**src/rtl/core_pkg.sv**
```systemverilog
`default_nettype none
// ---------------------------------------------------------------------------
// core_pkg : opcode map shared by decoder, immediate generator, hazard control
// Rev 1.0
// ---------------------------------------------------------------------------
package core_pkg;

  localparam logic [4:0] OP_ADDI = 5'b00010;
  localparam logic [4:0] OP_ANDI = 5'b00101;
  localparam logic [4:0] OP_ORI  = 5'b00111;
  localparam logic [4:0] OP_XORI = 5'b01001;
  localparam logic [4:0] OP_SLLI = 5'b01011;
  localparam logic [4:0] OP_SRLI = 5'b01101;
  localparam logic [4:0] OP_LUI  = 5'b01110;
  localparam logic [4:0] OP_LW   = 5'b01111;
  localparam logic [4:0] OP_SW   = 5'b10000;
  localparam logic [4:0] OP_BLT  = 5'b10001;
  localparam logic [4:0] OP_BEQ  = 5'b10010;
  localparam logic [4:0] OP_JAL  = 5'b10011;
  localparam logic [4:0] OP_JALR = 5'b10100;

  typedef enum logic [1:0] {
    ST_RUN   = 2'd0,
    ST_MWAIT = 2'd1,
    ST_ERR   = 2'd2
  } hz_state_e;

endpackage
`default_nettype wire

```
**src/rtl/hazard_detect.sv**
```systemverilog
`default_nettype none
// ---------------------------------------------------------------------------
// hazard_detect : source-register use decode and load-use compare (comb only)
// Rev 1.0
// ---------------------------------------------------------------------------
module hazard_detect
  import core_pkg::*;
(
  input  logic [31:0] IFIDIns,
  input  logic [4:0]  IDEXOpcode,
  input  logic [4:0]  IDEXRd,
  output logic        LoadUse
);

  logic [4:0] w_op;
  logic [4:0] w_rs1;
  logic [4:0] w_rs2;
  logic       w_use_rs1;
  logic       w_use_rs2;
  logic       w_unused;

  assign w_op     = IFIDIns[4:0];
  assign w_rs1    = IFIDIns[19:15];
  assign w_rs2    = IFIDIns[24:20];
  assign w_unused = ^{IFIDIns[31:25], IFIDIns[14:5]};

  always_comb begin
    w_use_rs1 = 1'b1;
    w_use_rs2 = 1'b1;
    case (w_op)
      OP_LUI, OP_JAL: w_use_rs1 = 1'b0;
      default:        w_use_rs1 = 1'b1;
    endcase
    // Unlisted opcodes conservatively count rs2 as a source.
    case (w_op)
      OP_ADDI, OP_ANDI, OP_ORI, OP_XORI, OP_SLLI, OP_SRLI,
      OP_LUI, OP_LW, OP_JAL, OP_JALR: w_use_rs2 = 1'b0;
      default:                        w_use_rs2 = 1'b1;
    endcase
  end

  assign LoadUse = (IDEXOpcode == OP_LW) && (IDEXRd != 5'd0) &&
                   ((w_use_rs1 && (w_rs1 == IDEXRd)) ||
                    (w_use_rs2 && (w_rs2 == IDEXRd)));

endmodule
`default_nettype wire

```
**src/rtl/pipe_hazard_ctrl.sv**
```systemverilog
`default_nettype none
// ---------------------------------------------------------------------------
// pipe_hazard_ctrl : pipeline enables/flushes, memory-wait FSM, stall counter
// Rev 1.0
// ---------------------------------------------------------------------------
module pipe_hazard_ctrl
  import core_pkg::*;
#(
  parameter int MEM_TIMEOUT = 16,
  parameter int CNT_W       = 32
) (
  input  logic             clk,
  input  logic             rst_n,
  input  logic [31:0]      IFIDIns,
  input  logic [4:0]       IDEXOpcode,
  input  logic [4:0]       IDEXRd,
  input  logic             RedirectEX,
  input  logic             MemReq,
  input  logic             MemReady,
  output logic             PCWrite,
  output logic             IFIDWrite,
  output logic             IDEXWrite,
  output logic             EXMEMWrite,
  output logic             IFIDFlush,
  output logic             IDEXFlush,
  output logic             MemErr,
  output logic [CNT_W-1:0] StallCnt
);

  localparam int WAIT_W = $clog2(MEM_TIMEOUT + 1);
  localparam logic [WAIT_W-1:0] c_timeout = WAIT_W'(MEM_TIMEOUT);

  hz_state_e         r_state;
  hz_state_e         w_next;
  logic [WAIT_W-1:0] r_wait_cnt;
  logic [CNT_W-1:0]  r_stall_cnt;
  logic              w_freeze;
  logic              w_load_use;

  hazard_detect u_hazard_detect (
    .IFIDIns    (IFIDIns),
    .IDEXOpcode (IDEXOpcode),
    .IDEXRd     (IDEXRd),
    .LoadUse    (w_load_use)
  );

  always_ff @(posedge clk or negedge rst_n) begin
    if (!rst_n) r_state <= ST_RUN;
    else        r_state <= w_next;
  end

  always_comb begin
    w_next   = r_state;
    w_freeze = 1'b0;
    case (r_state)
      ST_RUN: begin
        if (MemReq && !MemReady) begin
          w_freeze = 1'b1;
          w_next   = ST_MWAIT;
        end
      end
      ST_MWAIT: begin
        if (MemReady) begin
          w_next = ST_RUN;
        end else begin
          w_freeze = 1'b1;
          if (r_wait_cnt == c_timeout) w_next = ST_ERR;
        end
      end
      ST_ERR:  w_freeze = 1'b1;
      default: w_next   = ST_RUN;
    endcase
  end

  // Counter value k means the k-th MWAIT cycle is in progress.
  always_ff @(posedge clk or negedge rst_n) begin
    if (!rst_n) begin
      r_wait_cnt <= '0;
    end else if (r_state == ST_RUN && w_next == ST_MWAIT) begin
      r_wait_cnt <= WAIT_W'(1);
    end else if (r_state == ST_MWAIT && w_next == ST_MWAIT) begin
      r_wait_cnt <= r_wait_cnt + WAIT_W'(1);
    end else if (w_next == ST_RUN) begin
      r_wait_cnt <= '0;
    end
  end

  // A held EX stage re-presents RedirectEX/LoadUse, so freeze masks them.
  always_comb begin
    PCWrite    = 1'b1;
    IFIDWrite  = 1'b1;
    IDEXWrite  = 1'b1;
    EXMEMWrite = 1'b1;
    IFIDFlush  = 1'b0;
    IDEXFlush  = 1'b0;
    if (!rst_n || w_freeze) begin
      PCWrite    = 1'b0;
      IFIDWrite  = 1'b0;
      IDEXWrite  = 1'b0;
      EXMEMWrite = 1'b0;
    end else if (RedirectEX) begin
      IFIDFlush  = 1'b1;
      IDEXFlush  = 1'b1;
    end else if (w_load_use) begin
      PCWrite    = 1'b0;
      IFIDWrite  = 1'b0;
      IDEXFlush  = 1'b1;
    end
  end

  always_ff @(posedge clk or negedge rst_n) begin
    if (!rst_n) begin
      r_stall_cnt <= '0;
    end else if (!PCWrite && (r_stall_cnt != {CNT_W{1'b1}})) begin
      r_stall_cnt <= r_stall_cnt + CNT_W'(1);
    end
  end

  assign StallCnt = r_stall_cnt;
  assign MemErr   = (r_state == ST_ERR);

endmodule
`default_nettype wire

```
**config.mk**
```make
export PLATFORM = sky130hd
export DESIGN_NAME = pipe_hazard_ctrl
export DESIGN_NICKNAME = d
export VERILOG_FILES = /design/src/rtl/core_pkg.sv /design/src/rtl/hazard_detect.sv /design/src/rtl/pipe_hazard_ctrl.sv
export SDC_FILE = /design/constraint.sdc
export NUM_CORES = 1
export LEC_CHECK = 0
export CAP_MARGIN = 20
export CORE_MARGIN = 1.5
export CORE_UTILIZATION = 41
export DETAILED_ROUTE_END_ITERATION = 8
export DONT_BUFFER_PORTS = 1
export PLACE_DENSITY_LB_ADDON = 0.05
export REMOVE_ABC_BUFFERS = 1
export SLEW_MARGIN = 20
export SYNTH_ARGS = -nofsm -noshare
export SYNTH_HDL_FRONTEND = slang
export SYNTH_SLANG_ARGS = --single-unit
```
**constraint.sdc**
```tcl
create_clock -name clk -period 7.2 [get_ports clk]
set_clock_uncertainty 0.2 [all_clocks]
set_input_delay 1.08 -clock clk [delete_from_list [all_inputs] [get_ports clk]]
set_output_delay 1.08 -clock clk [all_outputs]
set_load 0.02 [all_outputs]
```
==> reports/qor.yml, run 1 <==
status:
  status: "finished, final reports clean"
clock_network:
  cts_resized: 0
  cts_sinks: 39
  insertion_delay_ps: 280
  cts_tree: "done"
  clockBufferDepth: 2
  cts_hold_buf: 0
  cts_setup_buffers: 0
  clk_pin_slew_ps: 80
  numCtsBuffers: 5
  htree_levels: 2
  cts_root_buf: "clkbuf_8"
critical_path:
  critPathTopFamily: "compound AO/OA/AOI/OAI gates"
  endpoint: "IFIDWrite"
  crit_arrival_ps: 2730
  rr_endpoint: "StallCnt[1]"
  startpoint: "IDEXRd[0]"
  cp.buffers_inverters: 1
  end_kind: "output pin"
  cp-start-kind: "input port"
  crit_cells: 6
  r2r.worst_path.cells: 7
  path_max_fanout: 33
  crit_type: "input port to output pin"
  critPathSlowestCell: "or4_1"
  cp_cell_sequence: "or4_1 -> o211ai_2 -> a211oi_1 -> a22o_2 -> a21oi_4 -> buf_4"
  required_ps: 5920
  reg2reg_from: "StallCnt[0]"
  slowest_delay_ps: 530
  rrSetupSlack_ps: 4360
global_routing:
  grtUsageTotal: 0.1761
  antenna_found_initial: 0
  grt_pass1_wl_mm: 8.300
  first_global_vias: 1746
  grt_max_degree: 41
  globalRouteOverflowTotal: 0
timing:
  fin_setup_tns_ps: 0
  finalSetupViolations: 0
  rsz0062_at_grt: "false"
  drv_slew: 0
  worst_slew_pin_slew_ps: 686.3
  max_clock_freq_ghz: 0.2494
  period_share: 0.5570
  period_needed_ps: 4010
  slew_headroom: 0.5408
  hold_viol: 0
  setup_slack_ps: 3190
die:
  die_x_um: 76.77
  io_pins: 86
  core_area_sq_um: 5172
  rows: 26
  initial_core_util: 0.4313
  dieArea_sq_um: 5893
  die_h_um: 76.77
route:
  finalWirelength_mm: 4.911
  initialDrtViolationCount: 100
  routed_via_density: 5.672
  drcViolationCount: 0
  wl_per_cell_um: 16.59
  drt_pass1_iterations: 4
  antenna_left: 0
  vias: 1679
power_and_ir_drop:
  comb_power_share: 0.335
  pwr-share-seq: 0.503
  swShare: 0.4800
  ir_drop_mv: 0.1719
  intPower_w: 0.0005226
  switchingPower_w: 0.0004823
  power_density_nw_per_um2: 423.2
  p_leak_nw: 0.9031
  pwr-share-clk: 0.162
place:
  placed_cell_area_sq_um: 2271
  post-place-ws_ps: 3194
  dp_hpwl_mm: 3.579
  io_buffer_count: 0
  gp_congestion: 0.7817
finish:
  fillers: 507
  syn_to_final_growth_pct: 6.450
  multi_input_area_sq_um: 1166
  final_nets: 275
  fin_area_sq_um: 2375
  n_antenna_cell: 0
  drive_gt1_frac: 0.07965
  regArea_sq_um: 975.9
logic_synthesis:
  synth_area_leaders: "dfrtp_1, xor2_1, nor3_1, xnor2_1, nand3_1"
  ys.flop_type: "dfrtp_1"
  ys_async_sr_fraction: 1.000
  netlist.area_leader.share: 0.4375
  synth_edf_count: 0
  syn_avg_cell_area_sq_um: 9.959
  ys_seq_area_frac: 0.4375
  yosysMostFrequentCell: "dfrtp_1"
  synth.top_cells.by_count: "dfrtp_1, xor2_1, nor3_1"
  syn-instance-count: 224
  netlist_area_sq_um: 2231
  synth_top_area_cell: "dfrtp_1"
  yosysWarnings: 0
  ys_ff_latch: 39
  synth_cell_type_count: 39
flow_run:
  drv_cap: 0
min_path:
  hold_path_class: "input port to asynchronous set/reset pin"
==> final cells by class <==
type,instances,area share
clock buffer,7,0.04057
inverter,7,0.01106
sequential,39,0.4110
timing repair buffer,2,0.006322
multi-input combinational,170,0.4910
tap,70,0.03688
clock inverter,1,0.003161
==> how the worst min path moves through the flow <==
stage | from | end | slack, ps | depth (start not counted)
final | rst_n | r_wait_cnt[4] | 280 | 0
after global routing | rst_n | StallCnt[26] | 250 | 0
after CTS | rst_n | StallCnt[12] | 270 | 0
after detailed placement | r_state[1] | r_wait_cnt[0] | 310 | 1
after global placement | r_state[1] | r_wait_cnt[0] | 290 | 1
after floorplan | r_state[1] | r_wait_cnt[0] | 270 | 1
==> placed cells by master, fill, tap and decap left out, drive strengths merged, types with 2 or more instances in the layout <==
master   n
dfrtp   39
xor2    36
nor3    20
nand3   17
nor2    14
nand2   13
nand4   11
xnor2   10
inv      7
nor4     7
clkbuf   7
nor4b    5
and4     4
nor3b    3
and3     3
or2      3
ha       3
a21oi    3
o21ai    2
or4      2
mux2i    2
buf      2
==> routing by layer <==
layer  global-route usage  part of all wire
met1               0.2125              0.42
met2               0.2903              0.51
met3              0.06548             0.068
met4              0.05556                 0
met5                    0                 0
==> state kept, by name, indices dropped and copies added, names as in the netlist <==
register    count
r_wait_cnt      5
StallCnt       32
r_state         2
==> power groups by stage <==
stage	logic [W]	registers (W)	clock network (W)
6_report	0.000336	0.000506	0.000163
3_5_place_dp	0.000336	0.000512	0
2_1_floorplan	0.000276	0.000479	0
4_1_cts	0.000337	0.000509	0.000169
3_3_place_gp	0.000327	0.000507	0
5_1_grt	0.000379	0.000522	0.000182
==> stage by stage <==
step                      power [W]  hold WS (ps)    util  std cells
after floorplan           0.0007548         270.4       -        216
after global placement    0.0008333         285.7  0.4390        288
after detailed placement  0.0008480         305.4  0.4390        288
after CTS                  0.001015         270.8  0.4591        296
after global routing       0.001084         254.8  0.4591        296
final                      0.001005         281.2  0.4591        296
==> kinds of logic after synthesis <==
logic type,share of synthesized area
AO/OA/AOI/OAI,0.03646
XOR/XNOR,0.1806
adder cells (fa/ha/maj),0.01683
buffers and inverters,0.03982
flip-flops,0.4375
multiplexers,0.01402
AND/OR/NAND/NOR,0.2748
No activity file was read; power rests on OpenSTA's default activity.
==> inputs of run 2 (changes only) <==
==> constraint.sdc (replaced) <==
create_clock -name clk -period 3.58 [get_ports clk]
set_clock_uncertainty 0.2 [all_clocks]
set_input_delay 0.537 -clock clk [delete_from_list [all_inputs] [get_ports clk]]
set_output_delay 0.537 -clock clk [all_outputs]
set_load 0.02 [all_outputs]
==> reports/qor.yml, run 2 (same netlist as run 1, synthesis figures left out) <==
die:
  io_pins: 86
  dieArea_sq_um: 5893
  rows: 26
  die_h_um: 76.77
  core_area_sq_um: 5172
  initial_core_util: 0.4313
  die_x_um: 76.77
global_routing:
  globalRouteMet2Util: 0.2788
  met1_usage: 0.2217
  globalRouteOverflowTotal: 0
  grtUsageTotal: 0.1746
  grt_pass1_wl_mm: 8.086
  antenna_found_initial: 0
  first_global_vias: 1615
  busiest_layer: "met2"
  grt_util_met3: 0.05238
  grt_max_degree: 40
finish:
  n_antenna_cell: 0
  drive_gt1_frac: 0.08696
  final_nets: 279
  final_common_cell: "dfrtp_1"
  largest_reg_flops: 32
  most-common-layout-cells: "dfrtp_1, xor2_1, nor3_1"
  syn_to_final_growth_pct: 7.627
  utilization: 0.4642
  fillers: 517
  fin_area_sq_um: 2401
  stdcell_count: 300
critical_path:
  crit_type: "input port to output pin"
  rr_endpoint: "StallCnt[21]"
  cp_cell_sequence: "or4_1 -> o211ai_2 -> a211oi_1 -> a22o_2 -> a21oi_4 -> buf_4"
  end_kind: "output pin"
  path_max_fanout: 4
  crit_arrival_ps: 2040
  critPathSlowestCell: "or4_1"
  reg2reg_from: "StallCnt[0]"
  required_ps: 2840
  r2r.worst_path.cells: 7
  rrSetupSlack_ps: 870
  slowest_delay_ps: 520
  cp-start-kind: "input port"
min_path:
  min_path_cells: 1
  hold_path_class: "input port to flip-flop"
  hold_path_end: "r_wait_cnt[0]"
  hp-start: "MemReady"
clock_network:
  cts_tree: "done"
  cts_sinks: 39
  cts_hold_buf: 2
  insertion_delay_ps: 290
  cts_setup_buffers: 0
  numCtsBuffers: 5
  htree_levels: 2
  clockBufferDepth: 2
  clk_pin_slew_ps: 80
  cts_root_buf: "clkbuf_8"
  cts_resized: 0
timing:
  rsz0062_at_grt: "false"
  slew_headroom: 0.4961
  worst_slew_pin_slew_ps: 753.0
  hold_viol: 0
  finalSetupViolations: 0
  fin_setup_tns_ps: 0
  drv_slew: 0
  period_share: 0.7758
  period_needed_ps: 2777
  max_clock_freq_ghz: 0.3601
route:
  antenna_left: 0
  finalWirelength_mm: 4.971
  routed_via_density: 5.463
  drcViolationCount: 0
  vias: 1639
  drt_pass1_iterations: 4
  initialDrtViolationCount: 81
  wl_per_cell_um: 16.57
power_and_ir_drop:
  power_w: 0.002000
  p_leak_nw: 0.9174
  ir_drop_mv: 0.3654
  power_density_nw_per_um2: 832.9
place:
  dp_hpwl_mm: 3.657
  io_buffer_count: 0
  dp_cells: 290
  gp_congestion: 0.7961
  placed_cell_area_sq_um: 2286
status:
  status: "finished, final reports clean"
flow_run:
  drv_cap: 0
-- run 2: cell types whose count changed in the layout (fill, tap and decap cells not counted) --
| cell | before | now |
|---|---|---|
| buf_4 | 2 | 4 |
| clkbuf_8 | 7 | 5 |
| buf_12 | 0 | 1 |
| clkbuf_1 | 0 | 1 |
| clkinv_2 | 0 | 1 |
| dlygate4sd3_1 | 0 | 1 |
-- run 2: cell type report --
class	instances	area [sq um]	share of cell area
clock buffers	6	72.57	0.03022
clock inverters	2	12.51	0.005211
inverters	7	26.28	0.01094
multi-input cells	170	1166	0.4857
flip-flops and latches	39	975.9	0.4065
well taps	70	87.58	0.03648
repair buffers	6	60.06	0.02501
-- run 2: stage by stage --
| stage | hold WS (ps) | setup WS [ps] |
|---|---|---|
| 6_report | 144.5 | 802.7 |
| 3_3_place_gp | 42.44 | 694.2 |
| 5_1_grt | 131.2 | 727.4 |
| 4_1_cts | 135.9 | 772.1 |
| 3_5_place_dp | 42.29 | 659.0 |
| 2_1_floorplan | 41.41 | 463.2 |
-- run 2: where the power goes --
part,internal (W),leakage [nW],total [W],switching [W]
Combinational,0.000284,0.461,0.000690,0.000405
Sequential,0.000596,0.415,0.00102,0.000420
Clock,0.000136,0.0412,0.000294,0.000157
Total,0.00102,0.917,0.00200,0.000983
-- run 2: how the worst max path moves through the flow --
stage	endpoint	startpoint	slack [ps]
CTS	IFIDWrite	IDEXRd[0]	770
finish	IFIDWrite	IDEXRd[0]	800
floorplan	StallCnt[1]	IDEXRd[0]	460
detailed placement	StallCnt[1]	IDEXRd[0]	660
global route	IFIDWrite	IDEXRd[0]	730
global placement	StallCnt[1]	IDEXRd[0]	690
-- run 2: critical path, delay by kind of cell --
kind | cells | cell delay [ps]
and+or+nand+nor | 1 | 520
AOI/OAI and AO/OA | 4 | 760
buffers and inverters | 1 | 220
-- run 2: metal layers --
layer  share of wire  up-vias
li1                -      799
met1            0.45      791
met2            0.48       40
met3           0.055        9
met4           0.014        0
met5               0        -
==> inputs of run 3 (changes only) <==
==> constraint.sdc (replaced) <==
create_clock -name clk -period 2.5 [get_ports clk]
set_clock_uncertainty 0.2 [all_clocks]
set_input_delay 0.375 -clock clk [delete_from_list [all_inputs] [get_ports clk]]
set_output_delay 0.375 -clock clk [all_outputs]
set_load 0.02 [all_outputs]
==> reports/qor.yml, run 3 (same netlist as run 1, synthesis figures left out) <==
critical_path:
  r2r.worst_path.cells: 7
  cp.buffers_inverters: 1
  path_max_fanout: 5
  critPathTopFamily: "compound AO/OA/AOI/OAI gates"
  critPathSlowestCell: "or4_4"
  rr_endpoint: "StallCnt[22]"
  cp_cell_sequence: "or4_4 -> o211ai_4 -> a211oi_2 -> a22o_2 -> a21oi_4 -> buf_6"
  end_kind: "output pin"
  crit_type: "input port to output pin"
  reg2reg_from: "StallCnt[26]"
  required_ps: 1920
  crit_arrival_ps: 1870
  cp-start-kind: "input port"
  rrSetupSlack_ps: 190
  slowest_delay_ps: 530
power_and_ir_drop:
  pwr-share-seq: 0.363
  power_density_nw_per_um2: 1220
  intPower_w: 0.001715
  pwr-share-clk: 0.133
  power_w: 0.003186
  swShare: 0.4618
  comb_power_share: 0.504
  p_leak_nw: 1.044
  ir_drop_mv: 0.7067
  switchingPower_w: 0.001471
global_routing:
  grt_pass1_wl_mm: 8.859
  grtUsageTotal: 0.1873
  globalRouteOverflowTotal: 0
  antenna_found_initial: 0
  grt_max_degree: 40
  first_global_vias: 1819
route:
  initialDrtViolationCount: 102
  vias: 1779
  finalWirelength_mm: 5.337
  wl_per_cell_um: 16.52
  drt_pass1_iterations: 4
  antenna_left: 0
  drcViolationCount: 0
  routed_via_density: 5.508
clock_network:
  cts_sinks: 39
  numCtsBuffers: 5
  insertion_delay_ps: 280
  cts_tree: "done"
  clockBufferDepth: 2
  cts_root_buf: "clkbuf_8"
  clk_pin_slew_ps: 70
  htree_levels: 2
finish:
  fillers: 486
  multi_input_area_sq_um: 1190
  regArea_sq_um: 975.9
  largest_reg_flops: 32
  n_antenna_cell: 0
  drive_gt1_frac: 0.1858
  final_nets: 303
  most-common-layout-cells: "dfrtp_1, xor2_1, buf_4"
  final_common_cell: "dfrtp_1"
  syn_to_final_growth_pct: 17.05
die:
  die_x_um: 76.77
  core_area_sq_um: 5172
  die_h_um: 76.77
  initial_core_util: 0.4313
  dieArea_sq_um: 5893
  io_pins: 86
  rows: 26
flow_run:
  drv_cap: 0
timing:
  hold_viol: 0
  finalSetupViolations: 0
  max_clock_freq_ghz: 0.4096
  slew_headroom: 0.6244
  drv_slew: 0
  period_needed_ps: 2442
  period_share: 0.9767
  worst_slew_pin_slew_ps: 559.1
  hold_ws_ps: 14.27
  rsz0062_at_grt: "false"
place:
  io_buffer_count: 0
  dp_hpwl_mm: 3.906
  gp_congestion: 0.7986
min_path:
  hp-start: "MemReady"
  hold_path_class: "input port to flip-flop"
  hold_path_end: "r_wait_cnt[0]"
  min_path_cells: 1
status:
  status: "finished, final reports clean"
run 3: final cells by class:
type	instances	area share
inverter	7	0.01006
clock buffer	6	0.03162
sequential	39	0.3737
timing repair buffer	30	0.09344
clock inverter	1	0.001917
tap	70	0.03354
multi-input combinational	170	0.4557
run 3: how the worst max path moves through the flow:
stage	start	to	slack (ps)	cells after the start
2_1_floorplan	StallCnt[0]	StallCnt[1]	-460	6
3_3_place_gp	IDEXRd[0]	StallCnt[21]	-80	8
3_5_place_dp	IDEXRd[0]	StallCnt[22]	-130	8
4_1_cts	IDEXRd[0]	IFIDWrite	20	6
5_1_grt	IDEXRd[0]	IFIDWrite	7	6
6_report	IDEXRd[0]	IFIDWrite	60	6
run 3: routing by layer:
metal | up-vias | part of all wire | GRT usage
met5 | - | 0 | 0
met4 | 0 | 0.0075 | 0.05000
met3 | 5 | 0.063 | 0.05238
met2 | 57 | 0.51 | 0.3204
met1 | 868 | 0.42 | 0.2308
li1 | 849 | - | -
run 3: timing repair:
item	4_1_cts	5_1_grt
setup buffers	0	1
gates cloned	0	0
pin swaps	0	4
setup endpoints to repair	2	2
endpoints found under the hold margin	39	0
hold buffers	2	0
gates resized for setup	1	4
run 3: metrics by stage:
step / setup TNS (ps) / cell area, sq um / cells / setup WS [ps] / utilization
2_1_floorplan: -7791 / 2168 / 216 / -463.3 / -
3_3_place_gp: -1348 / 2459 / 313 / -79.83 / 0.4753
3_5_place_dp: -2381 / 2459 / 313 / -133.0 / 0.4753
4_1_cts: 0 / 2580 / 322 / 22.11 / 0.4988
5_1_grt: 0 / 2611 / 323 / 6.764 / 0.5048
6_report: 0 / 2611 / 323 / 58.33 / 0.5048
run 3: power groups by stage:
stage	combinational, W	sequential (W)	clock [W]
after floorplan	0.000793	0.00138	0
after global placement	0.00152	0.00116	0
after detailed placement	0.00157	0.00117	0
after CTS	0.00160	0.00116	0.000441
after global routing	0.00176	0.00119	0.000476
final	0.00160	0.00116	0.000425
